--- config.mk ---
export PLATFORM = sky130hd
export DESIGN_NAME = pc_sequencer
export DESIGN_NICKNAME = d
export VERILOG_FILES = /design/src/rtl/pc_seq_pkg.sv /design/src/rtl/pc_seq_decode.sv /design/src/rtl/pc_sequencer.sv
export SDC_FILE = /design/constraint.sdc
export NUM_CORES = 1
export LEC_CHECK = 0
export ABC_AREA = 0
export BUFFER_PORTS_ARGS = -buffer_cell sky130_fd_sc_hd__buf_2
export CORE_AREA = 2 2 39 41
export DETAILED_ROUTE_END_ITERATION = 12
export DIE_AREA = 0 0 41 43
export GPL_ROUTABILITY_DRIVEN = 1
export PLACE_DENSITY = 0.69
export SYNTH_ARGS = -nofsm -noshare
export SYNTH_HDL_FRONTEND = slang
export SYNTH_SLANG_ARGS = --single-unit
--- constraint.sdc ---
create_clock -name clk -period 3.5 [get_ports clk]
set_input_delay 0 -clock clk [delete_from_list [all_inputs] [get_ports clk]]
set_output_delay 0 -clock clk [all_outputs]
set_load 0.02 [all_outputs]
--- src/rtl/pc_seq_pkg.sv ---
// pc_seq_pkg -- shared definitions for the program-counter sequencer.
//   opcode_e : instruction opcode values (4-bit encoding)
//   ALU_*    : alu_func encodings driven to the ALU
//   state_e  : sequencer FSM states
package pc_seq_pkg;

  typedef enum logic [3:0] {
    OP_NOP  = 4'd0,
    OP_ADD  = 4'd1,
    OP_ADDI = 4'd2,
    OP_SUB  = 4'd3,
    OP_SUBI = 4'd4,
    OP_MULI = 4'd5,
    OP_BEQ  = 4'd6,
    OP_BNE  = 4'd7,
    OP_JMP  = 4'd8,
    OP_IN   = 4'd9,
    OP_HALT = 4'd15
  } opcode_e;

  // ALU operation select; ALU_NONE is driven whenever no ALU op executes.
  localparam logic [2:0] ALU_NONE = 3'd0;
  localparam logic [2:0] ALU_ADD  = 3'd1;
  localparam logic [2:0] ALU_SUB  = 3'd2;
  localparam logic [2:0] ALU_MUL  = 3'd3;

  typedef enum logic [1:0] {
    ST_RUN     = 2'd0,
    ST_WAIT_IN = 2'd1,
    ST_HALT    = 2'd2
  } state_e;

endpackage

--- src/rtl/pc_seq_decode.sv ---
// pc_seq_decode -- pure combinational opcode decode.
// Ports:
//   opcode   in  [Opsize-1:0] instruction opcode field
//   is_alu   out  opcode is ADD/ADDI/SUB/SUBI/MULI
//   is_beq, is_bne, is_jmp, is_in, is_halt  out  instruction class flags
//   alu_func out [2:0] ALU operation for ALU opcodes, ALU_NONE otherwise
//   imm_sel  out  immediate operand B for ADDI/SUBI/MULI
// Unlisted opcodes raise no flag, which the sequencer treats as NOP.
module pc_seq_decode
  import pc_seq_pkg::*;
#(
  parameter int Opsize = 4
) (
  input  logic [Opsize-1:0] opcode,
  output logic              is_alu,
  output logic              is_beq,
  output logic              is_bne,
  output logic              is_jmp,
  output logic              is_in,
  output logic              is_halt,
  output logic [2:0]        alu_func,
  output logic              imm_sel
);

  always_comb begin
    is_alu   = 1'b0;
    is_beq   = 1'b0;
    is_bne   = 1'b0;
    is_jmp   = 1'b0;
    is_in    = 1'b0;
    is_halt  = 1'b0;
    alu_func = ALU_NONE;
    imm_sel  = 1'b0;
    case (opcode)
      Opsize'(OP_ADD):  begin is_alu = 1'b1; alu_func = ALU_ADD; end
      Opsize'(OP_ADDI): begin is_alu = 1'b1; alu_func = ALU_ADD; imm_sel = 1'b1; end
      Opsize'(OP_SUB):  begin is_alu = 1'b1; alu_func = ALU_SUB; end
      Opsize'(OP_SUBI): begin is_alu = 1'b1; alu_func = ALU_SUB; imm_sel = 1'b1; end
      Opsize'(OP_MULI): begin is_alu = 1'b1; alu_func = ALU_MUL; imm_sel = 1'b1; end
      Opsize'(OP_BEQ):  is_beq  = 1'b1;
      Opsize'(OP_BNE):  is_bne  = 1'b1;
      Opsize'(OP_JMP):  is_jmp  = 1'b1;
      Opsize'(OP_IN):   is_in   = 1'b1;
      Opsize'(OP_HALT): is_halt = 1'b1;
      default: ;
    endcase
  end

endmodule

--- src/rtl/pc_sequencer.sv ---
// pc_sequencer -- control sequencer for a small accumulator-style CPU.
// Decodes the opcode addressed by the PC and drives PC, register-file and
// ALU controls combinationally; holds the Z flag, the input "armed" flag and
// the RUN / WAIT_IN / HALT state.
// Ports:
//   clk          in   system clock (posedge)
//   reset        in   asynchronous active-low reset
//   step         in   (only with PCSEQ_STEP_EN) execute an instruction this cycle
//   opcode       in   [Opsize-1:0] current instruction opcode
//   alu_z        in   ALU zero result of the current instruction
//   in_valid     in   input port holds a word
//   in_ack       out  input word consumed this cycle
//   PCincr, PCabsbranch, PCrelbranch  out  PC control strobes
//   w            out  register-file write enable
//   alu_func     out  [2:0] ALU operation select
//   imm_sel      out  ALU operand B from immediate
//   in_sel       out  register-file write data from input port
//   halted       out  sequencer stopped (registered)
// Configuration macro: PCSEQ_STEP_EN adds the step input (single-step mode).
module pc_sequencer
  import pc_seq_pkg::*;
#(
  parameter int Psize  = 6,
  parameter int Opsize = 4
) (
  input  logic              clk,
  input  logic              reset,
`ifdef PCSEQ_STEP_EN
  input  logic              step,
`endif
  input  logic [Opsize-1:0] opcode,
  input  logic              alu_z,
  input  logic              in_valid,
  output logic              in_ack,
  output logic              PCincr,
  output logic              PCabsbranch,
  output logic              PCrelbranch,
  output logic              w,
  output logic [2:0]        alu_func,
  output logic              imm_sel,
  output logic              in_sel,
  output logic              halted
);

  // Psize only keeps this block's parameters in line with the PC it drives;
  // no control decision depends on it.
  if (Psize < 1) begin : g_psize_check
  end

  state_e state_reg, state_next;
  logic   z_reg, z_next;
  logic   armed_reg, armed_next;
  logic   halted_reg, halted_next;
  logic   take_in;
  logic   exec;

`ifdef PCSEQ_STEP_EN
  assign exec = step;
`else
  assign exec = 1'b1;
`endif

  logic       d_is_alu, d_is_beq, d_is_bne, d_is_jmp, d_is_in, d_is_halt;
  logic [2:0] d_alu_func;
  logic       d_imm_sel;

  pc_seq_decode #(.Opsize(Opsize)) u_decode (
    .opcode   (opcode),
    .is_alu   (d_is_alu),
    .is_beq   (d_is_beq),
    .is_bne   (d_is_bne),
    .is_jmp   (d_is_jmp),
    .is_in    (d_is_in),
    .is_halt  (d_is_halt),
    .alu_func (d_alu_func),
    .imm_sel  (d_imm_sel)
  );

  always_ff @(posedge clk or negedge reset) begin
    if (!reset) begin
      state_reg  <= ST_RUN;
      z_reg      <= 1'b0;
      armed_reg  <= 1'b1;
      halted_reg <= 1'b0;
    end else begin
      state_reg  <= state_next;
      z_reg      <= z_next;
      armed_reg  <= armed_next;
      halted_reg <= halted_next;
    end
  end

  always_comb begin
    state_next  = state_reg;
    z_next      = z_reg;
    armed_next  = armed_reg;
    halted_next = halted_reg;
    take_in     = 1'b0;
    in_ack      = 1'b0;
    PCincr      = 1'b0;
    PCabsbranch = 1'b0;
    PCrelbranch = 1'b0;
    w           = 1'b0;
    alu_func    = ALU_NONE;
    imm_sel     = 1'b0;
    in_sel      = 1'b0;

    // Gating on reset keeps every output quiet while reset is held, even
    // though the state register already sits in RUN.
    if (reset && exec) begin
      case (state_reg)
        ST_RUN: begin
          if (d_is_alu) begin
            w        = 1'b1;
            PCincr   = 1'b1;
            alu_func = d_alu_func;
            imm_sel  = d_imm_sel;
            z_next   = alu_z;
          end else if (d_is_beq) begin
            // Branches use the Z left by the previous ALU op, not alu_z.
            if (z_reg) PCrelbranch = 1'b1;
            else       PCincr      = 1'b1;
          end else if (d_is_bne) begin
            if (!z_reg) PCrelbranch = 1'b1;
            else        PCincr      = 1'b1;
          end else if (d_is_jmp) begin
            PCabsbranch = 1'b1;
          end else if (d_is_in) begin
            if (in_valid && armed_reg) take_in    = 1'b1;
            else                       state_next = ST_WAIT_IN;
          end else if (d_is_halt) begin
            state_next  = ST_HALT;
            halted_next = 1'b1;
          end else begin
            PCincr = 1'b1;
          end
        end
        ST_WAIT_IN: begin
          if (in_valid && armed_reg) begin
            take_in    = 1'b1;
            state_next = ST_RUN;
          end
        end
        default: ;
      endcase
    end

    if (take_in) begin
      w      = 1'b1;
      in_sel = 1'b1;
      in_ack = 1'b1;
      PCincr = 1'b1;
    end

    // A held in_valid level is consumed once; it must be seen low before the
    // next word can be taken.
    if (take_in)       armed_next = 1'b0;
    else if (!in_valid) armed_next = 1'b1;
  end

  assign halted = halted_reg;

endmodule
# Yosys cells after proc, flatten, opt, wreduce, memory -nomap -nowiden
# Index checks and enable logic that the tools add are counted.
# classes
eq_ne,19
n_mux,60
bitwise_logic,5
reduce_logical,10
# ops
operator,n
two-way mux 1 bit,46
"== test 4 x 3 -> 1 bit, second input constant",4
two-way mux 2 bit,8
"== test 4 bit, second input constant",3
"!= test 2 bit, second input constant",5
two-way mux 3 bit,3
AND reduction 9 bit,1
"== test 4 x 2 -> 1 bit, second input constant",2
AND reduction 8 bit,1
"!= test 3 bit, second input constant",2
one-hot mux 2 bit (3 select lines),1
inverter 1 bit,5
OR reduction 5 bit,1
"== test 4 x 1 -> 1 bit, second input constant",1
one-hot mux 2 bit (2 select lines),1
OR reduction 2 bit,2
AND reduction 3 bit,1
OR reduction 3 bit,1
"== test 2 x 1 -> 1 bit, second input constant",1
logical NOT 2 bit,1
"!= test 2 x 1 -> 1 bit, second input constant",1
one-hot mux 1 bit (2 select lines),1
nonzero test 2 bit,1
logical AND 1 bit,1
# totals
reg_bits,5
in_bits,8
out_inout_bits,11
elab_cells,98

# Longest topological paths before layout
# logic_depth
depth_word,11
ltp_mapped,5

# Cells and area by module
# From an unflattened synthesis, not the netlist that was laid out.
# hier_totals
cells_unflattened,56
area_unflattened_um2,471.7
# modules_own_cells
module,n_inst,cells_per_inst,area_per_inst_um2
pc_sequencer,1,39,355.3
pc_seq_decode,1,17,116.4

# Worst setup path after synthesis
# Ideal clock, no wire load.
# synth_path
kind,reg-to-reg
start,register state_reg[0]
end,register z_reg
setup_time_ps,120
t_arrival_ps,1722
slack_ps,1658
path_stages_with_launch,6
n_path_buf,1
synth_period_minus_slack_ps,1842
cell_sequence,dfrtp_1 > or3b_4 > or2_1 > clkbuf_2 > or4_1 > o211a_1
# synth_between
elab_chain_cells,2
# synth_lines
item,line_no,rtl
from (decl),pc_sequencer.sv:50,"state_e state_reg, state_next;"
from (signal assigned),pc_sequencer.sv:86,state_reg <= state_next;
logical NOT 2 bit,pc_sequencer.sv:111,case (state_reg)
AND reduction 3 bit (no line),-,
to (signal assigned),pc_sequencer.sv:87,z_reg <= z_next;
to (decl),pc_sequencer.sv:51,"logic z_reg, z_next;"
# Every way passes these cells.
# A chain may end at the register's enable or synchronous reset.

# Worst setup path in the final report
# layout_path
start,input reset
end,register z_reg
# layout_between
elab_chain_cells,1
# layout_lines
item,line_no,rtl
from (decl),pc_sequencer.sv:27,"input logic reset,"
AND reduction 3 bit (no line),-,
# Every way passes these cells.

==> metrics.md <==
| Metric | Value |
|---|---|
| Max-Cap Viols | `0` |
| Hold Path Class | `input port to async pin` |
| RR Startpoint | `state_reg[0]$_DFFE_PN0P_` |
| Worst-case clock buffer depth | `2` |
| FILL cells | `about 150` |
| Fmax | `roughly 530 MHz` |
| Port bufs | `17` |
| Metal2 WL | `476 um` |
| Final setup violation count | `0` |
| Fraction of registers with async set/reset | `100%` |
| DR WL met3 | `63 um` |
| Vias/cell | `between 5 and 6` |
| Post-route setup TNS | `0 ps` |
| PwrDens | `257 mW/mm^2` |
| Multi-input gate area | `292 um^2` |
| Critical path startpoint category | `input port` |
| Top Metal Used | `met3` |
| Wire per inst | `11.2 um` |
| I/O Pins | `19` |
| Area of placed instances | `534 um^2` |
| Clock Pin Slew Worst Setup and Hold Paths | `~50 ps` |
| Antenna diode count | `0` |
| Finished Cell Area | `581 um^2` |
| Post-DP HPWL | `815 um` |
| Endpoints failing hold | `0` |
| CTS tree | `built` |
| Antenna violations before repair | `0` |
| Place WS | `1620 ps` |
| R2r setup slk | `1630 ps` |
| Core area | `0.00138 mm^2` |
| H-tree levels | `1` |
| Tcrit/Tclk final | `54.1%` |
| Number of global-route vias before repair | `404` |
| CTS Buf Count | `3` |
| Area Overhead vs Synth | `26.1%` |
| Full die area | `0.00176 mm^2` |
| Sink Count | `5` |
| Post-synthesis cell type count | `33` |
| Total GRT Usage | `13.3%` |
| Initial drt markers | `11` |
| Hold_ws | `102 ps` |
| Total grt overflow | `0` |
| DRC viols | `0` |
| Post-Syn Area | `about 460 um^2` |
| Max FFs per register | `2` |
| Number of synthesized flops with an enable pin | `0` |
| RSZ-0062 raised after global routing | `no` |
| CP max FO | `7` |
| Maximum vdd ir drop | `between 0.00015 and 0.0002 V` |
| Critical Path AT | `2030 ps` |
| Starting density of the core | `33.3%` |
| Seq. cell area | `around 130 um^2` |
| Synth Register Bits | `5` |
| Static Leakage | `0.000309 uW` |
| Slew Limit Fails | `0` |
| Wl on met1 | `499 um` |
| R2R depth | `4` |
| Largest net degree at the start of global routing | `13` |
| Die Height | `roughly 43 um` |
| Setup ws final | `1610 ps` |
| Net Count, Synth | `68` |
| Die width | `41 um` |
| Skew-Pair Late Insertion Delay | `approximately 240 ps` |
| CP Data Required Time | `roughly 3600 ps` |
| Top_reg_cell synth | `dfrtp_1` |
| Gate Count Post-Synth | `60` |
| Sequential share of the synthesized area | `27.4%` |
| Final ANT Viol Nets | `0` |
| Core Rows | `14` |
| Setup Skew | `7.95 ps` |
| Placer Congestion | `0.770` |
| Crit. Startpoint | `reset` |
| # nets final | `86` |
| Crit path to | `z_reg$_DFFE_PN0P_` |
| WS Path Type | `input port to register` |
| Status | `finished, final reports clean` |
| Crit. End Element | `register` |
| Syn_area_per_cell | `7.67 um^2` |
| Reg2reg end | `z_reg$_DFFE_PN0P_` |
| Routed WL | `1.04 mm` |
| Synth warnings | `0` |
| Share of post-route cells with drive strength above 1 | `35.1%` |
| Via count | `467` |
| First-pass GRT wire length | `1.59 mm` |
| Root buf cell | `clkbuf_4` |
| Drt pass-1 iters | `2` |
| Tmin final | `1890 ps` |
placed cells by master, fill, tap and decap left out, types with 2 or more instances in the layout:
cell	synthesis	layout
a21oi_1	7	7
buf_2	0	17
clkbuf_4	0	3
dfrtp_1	4	4
dlygate4sd3_1	0	2
inv_1	3	3
nand2_1	4	4
nand2b_1	4	4
nor2_1	4	4
nor3_1	3	3
o21ai_0	3	3
cells by family (layout without fill, tap and decap cells):
family / count (synthesis) / after routing / share of synthesized area [%]
buffers and inverters: 9 / 26 / 9.24
other: 1 / 1 / 0.814
multiplexers: 1 / 1 / 2.45
flip-flops: 5 / 5 / 27.4
XOR/XNOR: 1 / 1 / 1.90
AND/OR/NAND/NOR: 27 / 27 / 35.9
AO/OA/AOI/OAI: 16 / 16 / 22.3
worst max-delay path, stage by stage:
cell and delay [ps]:
dlygate4sd3_1 520, buf_2 180, or3b_4 410, or2_1 300, or4_1 490, o211a_1 130
where the power goes:
group / switching (uW) / internal, uW
Combinational: 13.6 / 9.39
Sequential: 0.344 / 58.5
Clock: 24.1 / 43.1
Total: 38.0 / 111
synthesized netlist by cell type (all sizes together), types with 2 or more instances:
cell type  instances  area, um^2
inv                3        11.3
and2b              2        16.3
o21ai              3        15.0
dfrtp              4         100
buf                2        15.0
clkbuf             4        16.3
nand2b             4        25.0
a21oi              7        35.0
or3b               2        20.0
nor3               3        15.0
nand2              4        15.0
nor2               4        15.0
or2                2        12.5
timing repair:
| item | CTS | global route |
|---|---|---|
| gates resized for setup | 0 | 0 |
| endpoints found under the hold margin | 6 | 0 |
| setup buffers | 0 | 0 |
| endpoints found under the setup margin | 0 | 0 |
| hold buffers | 2 | 0 |
per-layer routing:
layer  GRT usage, %  up-vias
met5              0        -
met4           8.00        0
met3           3.14        0
met2           20.3       15
met1           16.1      207
li1               -      245
stage by stage:
step           util, %  total power (uW)  cells
3_3_place_gp      38.6              80.5     87
4_1_cts           42.0               152     93
6_report          42.0               149     93
2_1_floorplan        -              73.6     60
3_5_place_dp      38.6              80.8     87
5_1_grt           42.0               158     93
how the worst min path moves through the flow:
stage	startpoint	to	slack [ps]	depth (start not counted)
3_3_place_gp	reset	state_reg[0]$_DFFE_PN0P_	-170	1
2_1_floorplan	reset	halted$_DFFE_PN0P_	-300	0
5_1_grt	alu_z	z_reg$_DFFE_PN0P_	110	3
4_1_cts	reset	z_reg$_DFFE_PN0P_	100	2
3_5_place_dp	reset	z_reg$_DFFE_PN0P_	-170	1
6_report	reset	z_reg$_DFFE_PN0P_	100	2
final cells by class:
cell class,instances,area share (%)
multi-input cells,46,50.2
well taps,16,3.45
inverters,3,1.94
clock buffers,4,4.53
flip-flops and latches,5,21.8
repair buffers,19,18.1
(Power assumes the default switching activity.)
